File: src/rtl/mem_port_arbiter_pkg.sv
// Shared FSM encoding, grant identifiers and default widths for the
// IF/MEM unified-memory port arbiter.
package mem_port_arbiter_pkg;

    localparam int ADDR_W_DEF = 32;
    localparam int DATA_W_DEF = 32;

    typedef enum logic [1:0] {
        IDLE  = 2'd0,
        IBUSY = 2'd1,
        DBUSY = 2'd2,
        RESP  = 2'd3
    } arb_state_e;

    localparam logic GNT_IF = 1'b0;
    localparam logic GNT_D  = 1'b1;

endpackage

File: src/rtl/arb_perf_cnt.sv
// Saturating event counter used for the arbiter's optional performance
// statistics; sticks at all-ones instead of wrapping.
module arb_perf_cnt #(
    parameter int W = 32
) (
    input  logic         clk,
    input  logic         rst,
    input  logic         inc,
    output logic [W-1:0] cnt
);

    logic [W-1:0] cnt_r;

    // Count qualifying cycles, holding at the maximum value.
    always_ff @(posedge clk or posedge rst) begin
        if (rst) begin
            cnt_r <= '0;
        end else if (inc && (cnt_r != {W{1'b1}})) begin
            cnt_r <= cnt_r + {{(W-1){1'b0}}, 1'b1};
        end else begin
            cnt_r <= cnt_r;
        end
    end

    assign cnt = cnt_r;

endmodule

File: src/rtl/mem_port_arbiter_chk.sv
// Protocol checks for the memory port arbiter: a data request must stay
// asserted for the whole life of its memory transaction.
module mem_port_arbiter_chk (
    input logic clk,
    input logic rst,
    input logic d_busy,
    input logic d_req
);

    a_d_req_held: assert property (@(posedge clk) disable iff (rst) d_busy |-> d_req);

endmodule

File: src/rtl/mem_port_arbiter.sv
// Single-port memory arbiter between instruction fetch and data access.
// Optional statistics counters are enabled with `define MEM_ARB_PERF_EN.
module mem_port_arbiter
    import mem_port_arbiter_pkg::*;
#(
    parameter int ADDR_W = ADDR_W_DEF,
    parameter int DATA_W = DATA_W_DEF
) (
    input  logic              clk_i,
    input  logic              rst_i,
    input  logic              if_req_i,
    input  logic [ADDR_W-1:0] if_addr_i,
    input  logic              if_kill_i,
    output logic [DATA_W-1:0] if_rdata_o,
    output logic              if_done_o,
    output logic              if_stall_o,
    input  logic              d_req_i,
    input  logic              d_we_i,
    input  logic [ADDR_W-1:0] d_addr_i,
    input  logic [DATA_W-1:0] d_wdata_i,
    output logic [DATA_W-1:0] d_rdata_o,
    output logic              d_done_o,
    output logic              d_stall_o,
    output logic              mem_req_o,
    output logic              mem_we_o,
    output logic [ADDR_W-1:0] mem_addr_o,
    output logic [DATA_W-1:0] mem_wdata_o,
    input  logic [DATA_W-1:0] mem_rdata_i,
`ifdef MEM_ARB_PERF_EN
    output logic [31:0]       if_stall_cnt_o,
    output logic [31:0]       d_stall_cnt_o,
    output logic [31:0]       kill_cnt_o,
`endif
    input  logic              mem_ack_i
);

    arb_state_e        state_r, state_next_s;
    logic              last_grant_r;
    logic              kill_pend_r;
    logic              grant_d_s, grant_if_s, ack_s, kill_s;
    logic              mem_req_r, mem_we_r, if_done_r, d_done_r;
    logic [ADDR_W-1:0] mem_addr_r;
    logic [DATA_W-1:0] mem_wdata_r, if_rdata_r, d_rdata_r;

    // A kill seen on the ack cycle itself suppresses the fetch as well.
    assign kill_s = kill_pend_r | if_kill_i;

    // State register.
    always_ff @(posedge clk_i or posedge rst_i) begin
        if (rst_i) begin
            state_r <= IDLE;
        end else begin
            state_r <= state_next_s;
        end
    end

    // Grant decision and next-state logic; data wins ties unless it won last.
    always_comb begin
        state_next_s = state_r;
        grant_d_s    = 1'b0;
        grant_if_s   = 1'b0;
        ack_s        = 1'b0;
        case (state_r)
            IDLE: begin
                if (d_req_i && (!if_req_i || (last_grant_r == GNT_IF))) begin
                    grant_d_s    = 1'b1;
                    state_next_s = DBUSY;
                end else if (if_req_i) begin
                    grant_if_s   = 1'b1;
                    state_next_s = IBUSY;
                end else begin
                    state_next_s = IDLE;
                end
            end
            IBUSY, DBUSY: begin
                if (mem_ack_i) begin
                    ack_s        = 1'b1;
                    state_next_s = RESP;
                end else begin
                    state_next_s = state_r;
                end
            end
            RESP:    state_next_s = IDLE;
            default: state_next_s = IDLE;
        endcase
    end

    // Memory port, response registers and arbitration history.
    always_ff @(posedge clk_i or posedge rst_i) begin
        if (rst_i) begin
            mem_req_r    <= 1'b0;
            mem_we_r     <= 1'b0;
            mem_addr_r   <= '0;
            mem_wdata_r  <= '0;
            if_rdata_r   <= '0;
            d_rdata_r    <= '0;
            if_done_r    <= 1'b0;
            d_done_r     <= 1'b0;
            last_grant_r <= GNT_IF;
            kill_pend_r  <= 1'b0;
        end else begin
            if_done_r <= 1'b0;
            d_done_r  <= 1'b0;
            if (grant_d_s) begin
                mem_req_r    <= 1'b1;
                mem_we_r     <= d_we_i;
                mem_addr_r   <= d_addr_i;
                mem_wdata_r  <= d_wdata_i;
                last_grant_r <= GNT_D;
            end else if (grant_if_s) begin
                mem_req_r    <= 1'b1;
                mem_we_r     <= 1'b0;
                mem_addr_r   <= if_addr_i;
                mem_wdata_r  <= '0;
                last_grant_r <= GNT_IF;
            end else if (ack_s) begin
                mem_req_r <= 1'b0;
                mem_we_r  <= 1'b0;
                if (state_r == DBUSY) begin
                    d_rdata_r <= mem_rdata_i;
                    d_done_r  <= 1'b1;
                end else begin
                    if_rdata_r <= mem_rdata_i;
                    if_done_r  <= ~kill_s;
                end
            end
            if ((state_r == IBUSY) && if_kill_i) begin
                kill_pend_r <= 1'b1;
            end else if (state_r == RESP) begin
                kill_pend_r <= 1'b0;
            end
        end
    end

    assign mem_req_o   = mem_req_r;
    assign mem_we_o    = mem_we_r;
    assign mem_addr_o  = mem_addr_r;
    assign mem_wdata_o = mem_wdata_r;
    assign if_rdata_o  = if_rdata_r;
    assign d_rdata_o   = d_rdata_r;
    assign if_done_o   = if_done_r;
    assign d_done_o    = d_done_r;
    assign if_stall_o  = if_req_i & ~if_done_r;
    assign d_stall_o   = d_req_i & ~d_done_r;

`ifdef MEM_ARB_PERF_EN
    logic kill_evt_s;
    assign kill_evt_s = ack_s & (state_r == IBUSY) & kill_s;

    arb_perf_cnt #(.W(32)) u_if_stall_cnt (
        .clk(clk_i), .rst(rst_i), .inc(if_stall_o), .cnt(if_stall_cnt_o)
    );
    arb_perf_cnt #(.W(32)) u_d_stall_cnt (
        .clk(clk_i), .rst(rst_i), .inc(d_stall_o), .cnt(d_stall_cnt_o)
    );
    arb_perf_cnt #(.W(32)) u_kill_cnt (
        .clk(clk_i), .rst(rst_i), .inc(kill_evt_s), .cnt(kill_cnt_o)
    );
`endif

    mem_port_arbiter_chk u_chk (
        .clk    (clk_i),
        .rst    (rst_i),
        .d_busy (state_r == DBUSY),
        .d_req  (d_req_i)
    );

endmodule

File: config.mk
export PLATFORM = sky130hd
export DESIGN_NAME = mem_port_arbiter
export DESIGN_NICKNAME = d
export VERILOG_FILES = /design/src/rtl/mem_port_arbiter_pkg.sv /design/src/rtl/arb_perf_cnt.sv /design/src/rtl/mem_port_arbiter_chk.sv /design/src/rtl/mem_port_arbiter.sv
export SDC_FILE = /design/constraint.sdc
export NUM_CORES = 1
export LEC_CHECK = 0
export BUFFER_PORTS_ARGS = -buffer_cell sky130_fd_sc_hd__buf_2
export CELL_PAD_IN_SITES_DETAIL_PLACEMENT = 0
export CELL_PAD_IN_SITES_GLOBAL_PLACEMENT = 1
export CORE_UTILIZATION = 36
export CTS_BUF_LIST = sky130_fd_sc_hd__clkbuf_8
export CTS_CLUSTER_SIZE = 16
export DETAILED_ROUTE_END_ITERATION = 8
export PLACE_DENSITY_LB_ADDON = 0.2
export SLEW_MARGIN = 30
export SYNTH_ARGS = -nofsm -noshare
export SYNTH_HDL_FRONTEND = slang
export SYNTH_SLANG_ARGS = --single-unit
File: constraint.sdc
create_clock -name clk_i -period 5.1 [get_ports clk_i]
set_clock_uncertainty 0.05 [all_clocks]
set_input_delay 0.255 -clock clk_i [delete_from_list [all_inputs] [get_ports clk_i]]
set_output_delay 0.255 -clock clk_i [all_outputs]
set_load 0.005 [all_outputs]
==> flow_summary.toml, run 1 <==
[outcome]
run_status = "completed"

[floorplanning]
die_width_um = 123
die_height_um = 123
ios = 269
coreArea_sq_um = 14100
fp.dieArea_sq_um = 15100
floorplan.rows = 43
start_util_pct = 37.4

[finish]
footprint_of_the_multi_input_gates_sq_um = 1750
share_of_layout_cells_above_drive_strength_1_pct = 50.4
area_growth_syn_to_layout_pct = 55.4
final_area_sq_um = 8200
seqCellArea_sq_um = 3400
final_net_count = 856
fill_cells = 1133
antenna-diode-count = 0

[logic_synthesis]
synthXorXnorAreaFrac_pct = 0
synthesis.instances = 354
synth_warnings = 0
synthDominantAreaCellType = "dfrtp_1"
complex_gate_fraction_of_the_synthesized_area_pct = 12.3
synthSimpleGateAreaFrac_pct = 5.55
ys_top_cells_by_area = "dfrtp_1 (65%), mux2_2 (13%), a221o_1 (6.1%), a22o_1 (5.3%), and3_1 (3.8%)"
synth-seq-area-share_pct = 64.5
syn-num-nets = 493
ys_ff_latch = 136
synth_top_family_by_area = "multiplexers"
synthDominantCellAreaShare_pct = 64.5
synthAdderAreaFrac_pct = 0.949
yosys.cell_types.count = 27
postSynthAreaPerCell_sq_um = 14.9
synth.cell_area_sq_um = 5280
muxShareOfSynthArea_pct = 13.9

[worst_setup_path]
worst_path_dominant_cell_family = "buffers and inverters"
critical_path.max_stage_delay_ns = 0.59
worst-path-max-fanout = 68
cp.arrival_ns = 2.94
crit_slowest_cell = "buf_4"
cp_bufs_invs = 3
critPathCaptureType = "flop"
path_cells = "inv_1, ha_1, o21ai_4, buf_4, nor3b_4, buf_4, mux2_2"
crit_path_start_kind = "flop"
timing.critical_path.mode_cell = "buf_4"
required_ns = 5.36
worstSetupPathDepth = 7
number_of_cell_instances_on_the_worst_register_to_register_path = 7
worst-setup-path-type = "flop to flop"

[global_route]
grt_start_max_net_pins = 75
grt_pass1_vias = 4530
grt_use_total_pct = 19.4
globalRouteOverflowTotal = 0
gr-usage-met2_pct = 32.9
grt_antenna_before_repair = 0
first_pass_grt_wire_length_um = 22200
grt_most_used_layer = "met2"
use_met3_pct = 5.17
grtUsageMet1_pct = 23.1

[detailed_routing]
route.detailed.drc = 0
detailed_router_iteration_count_before_antenna_repair = 4
detailedRoute.firstIterationViolations = 152
wl_per_cell_um = 15.9
vias_per_cell = 4.82
routed-via-count = 4387
antenna_left = 0
routed_wl_um = 14500

[hold_path]
number_of_instances_on_the_worst_hold_path = 2
worst_hold_path_type = "primary input to flop"

[timing]
worst_slew_pin_slew_ns = 0.781
finalWorstPathRequiredPeriod_ns = 2.68
fin_crit_sh_pct = 52.5
slew_viol_final = 0
timing.fmax_mhz = 373
setup_viol_count_final = 0
hold_viol = 0
setup_total_negative_slack_ns = 0
post-route-worst-setup-slack_ns = 2.42
setup_repair_after_global_routing_missed_its_margin = "no"
relSlewSlack_pct = 48.0

[cts]
holdBufCountCts = 97
tritoncts = "built"
worst_skew_pair_later_pin_latency_ns = 0.43
cts_resized = 0
post_cts_repair_setup_buffers = 0
htreeDepth = 4
clk_transition_reported_paths_ns = 0.07
clock_sink_count = 136
clockRootBuffer = "clkbuf_8"
cts-root-to-sink-buffers = 2
cts-buffers-inserted = 17

[place]
place_congestion = 0.785
postPlaceCellArea_sq_um = 6780
detailedPlace.worstSlack_ns = 2.41
port_buffers = 268
sum_of_net_half_perimeters_after_detailed_placement_um = 9290

[power_and_ir_drop]
p_leak_nw = 4.23
p_per_area_nw_per_um2 = 553
peakVddDrop_v = 0.000204
power_w = 0.00453

[flow_run]
maxCapViolCount = 0
-- worst register-to-register path: stages, from the launching register on --
cell	delay, ns
dfrtp_1	0.40
inv_1	0.08
ha_1	0.26
o21ai_4	0.07
buf_4	0.59
nor3b_4	0.29
buf_4	0.42
mux2_2	0.42
-- routing by layer --
metal / up-vias / routed length (um) / part of all wire (%)
li1: 2060 / - / -
met1: 2141 / 5990 / 41
met2: 161 / 7260 / 50
met3: 25 / 909 / 6.3
met4: 0 / 312 / 2.2
met5: - / 0 / 0
-- where the power goes --
group          switching, W  internal, W
Sequential         0.000255      0.00158
Clock              0.000390     0.000578
Combinational      0.000754     0.000971
Total               0.00140      0.00313
-- worst paths after layout --
kind                                               from                           to  slack, ns
worst max-delay path             state_r[0]$_DFFE_PP0P_    if_rdata_o[0]$_DFFE_PP0P_       2.42
worst min-delay path                    mem_rdata_i[30]   if_rdata_o[30]$_DFFE_PP0P_       0.04
worst max register to register   state_r[0]$_DFFE_PP0P_    if_rdata_o[0]$_DFFE_PP0P_       2.42
worst min register to register  kill_pend_r$_DFFE_PP0P_          if_done_o$_DFF_PP0_       0.38
max in group asynchronous                         rst_i    if_rdata_o[6]$_DFFE_PP0P_       3.30
min in group asynchronous                         rst_i  mem_wdata_o[31]$_DFFE_PP0P_       0.41
-- flip-flops by register name, summed over array words and instances (netlist names) --
signal        cells
d_rdata_o        32
if_rdata_o       32
mem_addr_o       32
mem_wdata_o      32
state_r           2
d_done_o          1
if_done_o         1
kill_pend_r       1
last_grant_r      1
mem_req_o         1
mem_we_o          1
-- stage by stage --
stage          std cells  util [%]  hold WS, ns
4_1_cts              910      58.1      0.00212
2_1_floorplan        354         -        0.275
3_5_place_dp         781      48.1        0.367
5_1_grt              910      58.1       0.0166
3_3_place_gp         781      48.1        0.364
6_report             910      58.1       0.0373
-- layout by cell type (no fill, tap or decap), drive strengths merged, types with 4 or more instances in the layout --
cell type and count:
buf 274, dfrtp 136, dlygate4sd3 97, mux2 64, and3 32, a221o 32
a22o 32, clkbuf 21, inv 9, nand2 5, ha 4, bufinv 4
-- layout make-up --
type | count | area share [%]
multi-input combinational | 187 | 21.3
sequential | 136 | 41.5
tap | 180 | 2.75
clock inverter | 11 | 1.89
clock buffer | 21 | 3.53
timing repair buffer | 371 | 28.8
inverter | 4 | 0.244
-- Yosys cell counts (all sizes together) --
master	instances
nor2	2
and2	1
dfrtp	136
a221o	32
o21ai	2
nor2b	2
a21boi	1
inv	4
a32o	1
a21oi	2
mux2i	1
mux2	64
nand2b	2
nand2	5
and3	32
o22a	1
a22o	32
clkbuf	11
buf	16
ha	4
nor3b	2
and4	1
-- logic make-up (layout without fill, tap and decap cells) --
| logic type | after synthesis | after routing |
|---|---|---|
| fa+ha+maj | 4 | 4 |
| buf+inv | 31 | 407 |
| compound gates | 71 | 71 |
| mux | 65 | 65 |
| flops | 136 | 136 |
| simple gates | 47 | 47 |
No activity file was read; power rests on OpenSTA's default activity.
==> run 2, diff against run 1 <==
--- a/config.mk
+++ b/config.mk
@@ -5,10 +5,11 @@
 export SDC_FILE = /design/constraint.sdc
 export NUM_CORES = 1
 export LEC_CHECK = 0
+export ABC_AREA = 1
 export BUFFER_PORTS_ARGS = -buffer_cell sky130_fd_sc_hd__buf_2
 export CELL_PAD_IN_SITES_DETAIL_PLACEMENT = 0
 export CELL_PAD_IN_SITES_GLOBAL_PLACEMENT = 1
-export CORE_UTILIZATION = 36
+export CORE_UTILIZATION = 34
 export CTS_BUF_LIST = sky130_fd_sc_hd__clkbuf_8
 export CTS_CLUSTER_SIZE = 16
 export DETAILED_ROUTE_END_ITERATION = 8
==> constraint.sdc (replaced) <==
create_clock -name clk_i -period 2.7 [get_ports clk_i]
set_clock_uncertainty 0.05 [all_clocks]
set_input_delay 0.135 -clock clk_i [delete_from_list [all_inputs] [get_ports clk_i]]
set_output_delay 0.135 -clock clk_i [all_outputs]
set_load 0.005 [all_outputs]
==> run 2 against run 1 <==
Against the previous run:
- sequential power up 83%
- power up 91%
- via count up 37%
- critical path type unchanged
- final area up 9.5%
- largest cell class unchanged
- first-iteration DRC count rose by 84%
- routed wire length rose by 28%
- critical endpoint is now mem_addr_o[19]$_DFFE_PP0P_
- largest power group is now combinational cells
- global-route usage increased by 2.2 points
- sequential share of layout area is 3.6 points lower
- clock power grew 67%
- utilization down 4.0 points
- flip-flop and latch count unchanged
==> flow_summary.toml, run 2 <==
[power_and_ir_drop]
p_leak_nw = 4.96
p_per_area_nw_per_um2 = 965
peakVddDrop_v = 0.000368

[finish]
fill_cells = 1614
share_of_layout_cells_above_drive_strength_1_pct = 30.8
antenna-diode-count = 0
final_net_count = 1170
area_growth_syn_to_layout_pct = 55.0
layout_commonest_cell = "buf_2"
layout_common_cells = "buf_2 (268), nand2_1 (267), dfrtp_1 (136)"
instances_no_fill = 1261

[logic_synthesis]
synth-edff-count = 0
ys_dominant_reg_cell = "dfrtp_1"
asyncSetResetFlopFracSynth_pct = 100
post_synth_most_frequent_cells = "nand2_1 (269), dfrtp_1 (136), nand3_1 (96), nand4_1 (64), buf_2 (31)"
synth.cell_area_sq_um = 5790
ys_ff_latch = 136
synthDominantCellAreaShare_pct = 58.8
syn-num-nets = 788
postSynthAreaPerCell_sq_um = 8.92
ys_top_cells_by_area = "dfrtp_1 (59%), nand2_1 (17%), nand3_1 (8.3%), nand4_1 (6.9%), buf_2 (2.7%)"
synth-seq-area-share_pct = 58.8
synthesis.instances = 649
synthMostInstantiatedCell = "nand2_1"
yosys.cell_types.count = 18
synthDominantAreaCellType = "dfrtp_1"
synth_warnings = 0

[worst_setup_path]
worst-path-max-fanout = 38
timing.reg2reg.setup_slack_ns = 0.25
required_ns = 2.96
crit_path_start_kind = "flop"
crit_path_start = "state_r[0]$_DFFE_PP0P_"
cp.arrival_ns = 2.70
worst-setup-path-type = "flop to flop"
number_of_cell_instances_on_the_worst_register_to_register_path = 7
worst_r2r_startpoint = "state_r[0]$_DFFE_PP0P_"
regToRegEndpoint = "mem_addr_o[19]$_DFFE_PP0P_"
critPathCaptureType = "flop"

[cts]
cts-root-to-sink-buffers = 2
clockRootBuffer = "clkbuf_8"
clock_sink_count = 136
clk_transition_reported_paths_ns = 0.08
tritoncts = "built"
htreeDepth = 4
worst_skew_pair_later_pin_latency_ns = 0.42
cts-buffers-inserted = 17

[timing]
setup_total_negative_slack_ns = 0
fin_crit_sh_pct = 90.6
finalWorstPathRequiredPeriod_ns = 2.45
timing.fmax_mhz = 409
setup_repair_after_global_routing_missed_its_margin = "no"
relSlewSlack_pct = 50.0
setup_viol_count_final = 0
worst_slew_pin_slew_ns = 0.749
slew_viol_final = 0
hold_viol = 0

[floorplanning]
die_height_um = 133
floorplan.rows = 47
coreArea_sq_um = 16600
start_util_pct = 34.9
die_width_um = 133
fp.dieArea_sq_um = 17600
ios = 269

[global_route]
first_pass_grt_wire_length_um = 30200
grt_antenna_before_repair = 0
grt_pass1_vias = 6158
grt_start_max_net_pins = 50
globalRouteOverflowTotal = 0
grt_use_total_pct = 21.6

[detailed_routing]
antenna_left = 0
detailed_router_iteration_count_before_antenna_repair = 4
detailedRoute.firstIterationViolations = 279
route.detailed.drc = 0
wl_per_cell_um = 14.7
vias_per_cell = 4.76
routed_wl_um = 18600
routed-via-count = 6004

[place]
place_congestion = 0.746
sum_of_net_half_perimeters_after_detailed_placement_um = 11800
port_buffers = 268
dpl.cell_count = 1100

[outcome]
run_status = "completed"

[hold_path]
number_of_instances_on_the_worst_hold_path = 4
worst_hold_path_type = "primary input to flop"
hold_end = "mem_req_o$_DFFE_PP0P_"
min_from = "mem_ack_i"

[flow_run]
maxCapViolCount = 0
## run 2: cells by family (layout without fill, tap and decap cells)
logic type / after synthesis / in the layout / synth area share [%]
simple gates: 441 / 442 / 34.1
flops: 136 / 136 / 58.8
buf+inv: 63 / 454 / 5.85
compound gates: 5 / 5 / 0.432
fa+ha+maj: 4 / 4 / 0.864
## run 2: worst max-delay path: stages (launching register included)
cell	delay (ns)
dfrtp_1	0.42
inv_1	0.09
ha_1	0.36
nand3_4	0.27
buf_4	0.35
nand3_1	0.12
nand3_1	0.07
dlygate4sd3_1	0.56
## run 2: area by class of cell
| cell class | instances | area (sq um) | area share (%) |
|---|---|---|---|
| Sequential cell | 136 | 3400 | 37.9 |
| Timing Repair Buffer | 412 | 2790 | 31.1 |
| Multi-Input combinational cell | 451 | 2080 | 23.1 |
| Clock buffer | 21 | 289 | 3.22 |
| Tap cell | 220 | 275 | 3.07 |
| Clock inverter | 8 | 83.8 | 0.934 |
| Inverter | 13 | 57.6 | 0.641 |
## run 2: repair_timing
item / in CTS / in global routing
endpoints found under the setup margin: 0 / 21
endpoints found under the hold margin: 161 / 0
setup buffers: 0 / 0
resized for setup: 0 / 5
hold buffers: 131 / 0
## run 2: metal layers
layer | up-vias | share of wire, % | routed length (um) | GRT usage, %
li1 | 2913 | - | - | -
met3 | 35 | 6.9 | 1290 | 5.86
met5 | - | 0 | 0 | 0
met2 | 238 | 48 | 9010 | 35.9
met4 | 0 | 2.6 | 478 | 8.94
met1 | 2818 | 42 | 7820 | 26.4
## run 2: how the worst max path moves through the flow
stage | endpoint | slack, ns | depth (start not counted)
2_1_floorplan | d_done_o$_DFF_PP0_ | 0.82 | 1
3_3_place_gp | mem_wdata_o[14]$_DFFE_PP0P_ | 0.56 | 7
3_5_place_dp | mem_wdata_o[19]$_DFFE_PP0P_ | 0.45 | 7
4_1_cts | mem_addr_o[21]$_DFFE_PP0P_ | 0.11 | 7
5_1_grt | mem_addr_o[17]$_DFFE_PP0P_ | 0.09 | 7
6_report | mem_addr_o[19]$_DFFE_PP0P_ | 0.25 | 7
## run 2: per-stage QoR
stage	instance area [sq um]	hold slack, ns	total power (W)	utilization, %	setup slack, ns
6_report	8980	0.0477	0.00867	54.1	0.253
2_1_floorplan	5800	0.202	0.00527	-	0.822
3_5_place_dp	7270	0.258	0.00667	43.9	0.451
3_3_place_gp	7270	0.261	0.00659	43.9	0.564
5_1_grt	8980	0.0701	0.00936	54.1	0.0882
4_1_cts	8960	0.0196	0.00871	54.0	0.114
## run 2: report_power, final
| part | leakage (nW) | internal (W) | switching, W |
|---|---|---|---|
| combinational | 3.02 | 0.00163 | 0.00205 |
| sequential | 1.73 | 0.00291 | 0.000457 |
| clock | 0.210 | 0.000887 | 0.000731 |
==> run 3, diff against run 2 <==
--- a/config.mk
+++ b/config.mk
@@ -9,8 +9,8 @@
 export BUFFER_PORTS_ARGS = -buffer_cell sky130_fd_sc_hd__buf_2
 export CELL_PAD_IN_SITES_DETAIL_PLACEMENT = 0
 export CELL_PAD_IN_SITES_GLOBAL_PLACEMENT = 1
-export CORE_UTILIZATION = 34
-export CTS_BUF_LIST = sky130_fd_sc_hd__clkbuf_8
+export CORE_UTILIZATION = 33
+export CTS_BUF_LIST = sky130_fd_sc_hd__clkbuf_16
 export CTS_CLUSTER_SIZE = 16
 export DETAILED_ROUTE_END_ITERATION = 8
 export PLACE_DENSITY_LB_ADDON = 0.2
==> run 3 against run 2 <==
Against the previous run:
- largest cell class unchanged
- worst setup slack got worse by 0.066 ns
- sequential power barely moved
- global-route usage shrank 0.67 points
- via count up 0.32%
- register-to-register slack worse by 0.07 ns
- combinational power grew 3%
- clock-buffer cell count decreased by 4
- non-clock buffer count down 1
==> flow_summary.toml, run 3 (same netlist as run 2, synthesis figures left out) <==
[outcome]
run_status = "completed"

[floorplanning]
ios = 269
coreArea_sq_um = 17200
die_width_um = 134
floorplan.rows = 48
start_util_pct = 33.6
die_height_um = 134
fp.dieArea_sq_um = 18100

[timing]
slew_viol_final = 0
finalWorstPathRequiredPeriod_ns = 2.51
relSlewSlack_pct = 54.1
fin_crit_sh_pct = 93.0
setup_total_negative_slack_ns = 0
setup_repair_after_global_routing_missed_its_margin = "no"
post-route-worst-setup-slack_ns = 0.188
worst_slew_pin_slew_ns = 0.686
timing.fmax_mhz = 398
setup_viol_count_final = 0
hold_viol = 0

[power_and_ir_drop]
power_w = 0.00944
p_leak_nw = 5.03
peakVddDrop_v = 0.000611
p_per_area_nw_per_um2 = 1030

[finish]
footprint_of_the_multi_input_gates_sq_um = 2070
area_growth_syn_to_layout_pct = 58.0
layout_common_cells = "buf_2 (268), nand2_1 (267), dfrtp_1 (136)"
seqCellArea_sq_um = 3400
instances_no_fill = 1268
share_of_layout_cells_above_drive_strength_1_pct = 31.4
layout_commonest_cell = "buf_2"
fill_cells = 1665
final_net_count = 1168
final_area_sq_um = 9150

[cts]
tritoncts = "built"
htreeDepth = 4
post_cts_repair_setup_buffers = 0
cts_resized = 0
worst_skew_pair_later_pin_latency_ns = 0.41
clockRootBuffer = "clkbuf_16"
clk_transition_reported_paths_ns = 0.06
cts-buffers-inserted = 17
cts-root-to-sink-buffers = 2
clock_sink_count = 136

[detailed_routing]
wl_per_cell_um = 14.6
detailed_router_iteration_count_before_antenna_repair = 4
route.detailed.drc = 0
routed-via-count = 6023
routed_wl_um = 18500
vias_per_cell = 4.75
detailedRoute.firstIterationViolations = 268
antenna_left = 0

[place]
place_congestion = 0.791
dpl.cell_count = 1104
sum_of_net_half_perimeters_after_detailed_placement_um = 12000
port_buffers = 268
postPlaceCellArea_sq_um = 7260
detailedPlace.worstSlack_ns = 0.597

[worst_setup_path]
path_cells = "inv_1, ha_1, nand2_4, inv_2, nand3_1, nand3_1, dlygate4sd3_1"
crit_slowest_cell = "dlygate4sd3_1"
worst-path-max-fanout = 33
crit_path_start_kind = "flop"
critical_path.max_stage_delay_ns = 0.55
required_ns = 3.00
timing.critical_path.mode_cell = "nand3_1"
worst-setup-path-type = "flop to flop"
timing.reg2reg.setup_slack_ns = 0.19
cp.arrival_ns = 2.81
worst_path_dominant_cell_family = "buffers and inverters"
cp_bufs_invs = 3
critPathCaptureType = "flop"

[global_route]
grt_start_max_net_pins = 74
grt_antenna_before_repair = 1
first_pass_grt_wire_length_um = 29600
grt_pass1_vias = 6025
use_met3_pct = 5.26
gr-usage-met2_pct = 34.6
grtUsageMet1_pct = 26.5
grt_most_used_layer = "met2"
globalRouteOverflowTotal = 0
grt_use_total_pct = 20.9

[flow_run]
maxCapViolCount = 0

[hold_path]
worst_hold_path_type = "primary input to flop"
[run 3: worst reg2reg max path, stage by stage, from the launching register on]
cell           delay, ns
dfrtp_1             0.41
inv_1               0.09
ha_1                0.28
nand2_4             0.22
inv_2               0.54
nand3_1             0.20
nand3_1             0.14
dlygate4sd3_1       0.55
[run 3: final timing paths]
path	start	to	cells after the start
setup / recovery	state_r[0]$_DFFE_PP0P_	mem_addr_o[25]$_DFFE_PP0P_	7
max in group asynchronous	rst_i	mem_wdata_o[3]$_DFFE_PP0P_	4
setup reg to reg	state_r[0]$_DFFE_PP0P_	mem_addr_o[25]$_DFFE_PP0P_	7
min in group asynchronous	rst_i	mem_addr_o[24]$_DFFE_PP0P_	3
hold / removal	mem_ack_i	mem_req_o$_DFFE_PP0P_	4
hold reg to reg	d_rdata_o[25]$_DFFE_PP0P_	d_rdata_o[25]$_DFFE_PP0P_	2
[run 3: where the power goes]
| part | total (W) | switching (W) | leakage [nW] | internal [W] |
|---|---|---|---|---|
| combinational | 0.00378 | 0.00205 | 3.02 | 0.00173 |
| clock | 0.00227 | 0.000908 | 0.281 | 0.00136 |
| sequential | 0.00338 | 0.000470 | 1.73 | 0.00291 |
| total | 0.00944 | 0.00343 | 5.03 | 0.00601 |
[run 3: metrics by stage]
stage | util (%) | hold WS, ns
floorplan | - | 0.202
global placement | 42.1 | 0.143
detailed placement | 42.1 | 0.145
CTS | 53.1 | 0.0398
global route | 53.1 | 0.0897
finish | 53.1 | 0.0635
[run 3: layout make-up]
| type | count | area share (%) |
|---|---|---|
| sequential | 136 | 37.2 |
| timing repair buffer | 411 | 30.2 |
| multi-input combinational | 450 | 22.6 |
| clock buffer | 17 | 4.65 |
| tap | 225 | 3.08 |
| clock inverter | 15 | 1.68 |
| inverter | 13 | 0.574 |
| antenna | 1 | 0.0273 |
[run 3: timing repair]
action                                  4_1_cts  5_1_grt
hold buffers                                131        0
endpoints found under the hold margin       150        0
endpoints found under the setup margin        0        0
[run 3: routing by layer]
metal / vias to the layer above / wire length [um]
li1: 2912 / -
met1: 2861 / 7930
met2: 229 / 8980
met3: 21 / 1330
met4: 0 / 300
met5: - / 0
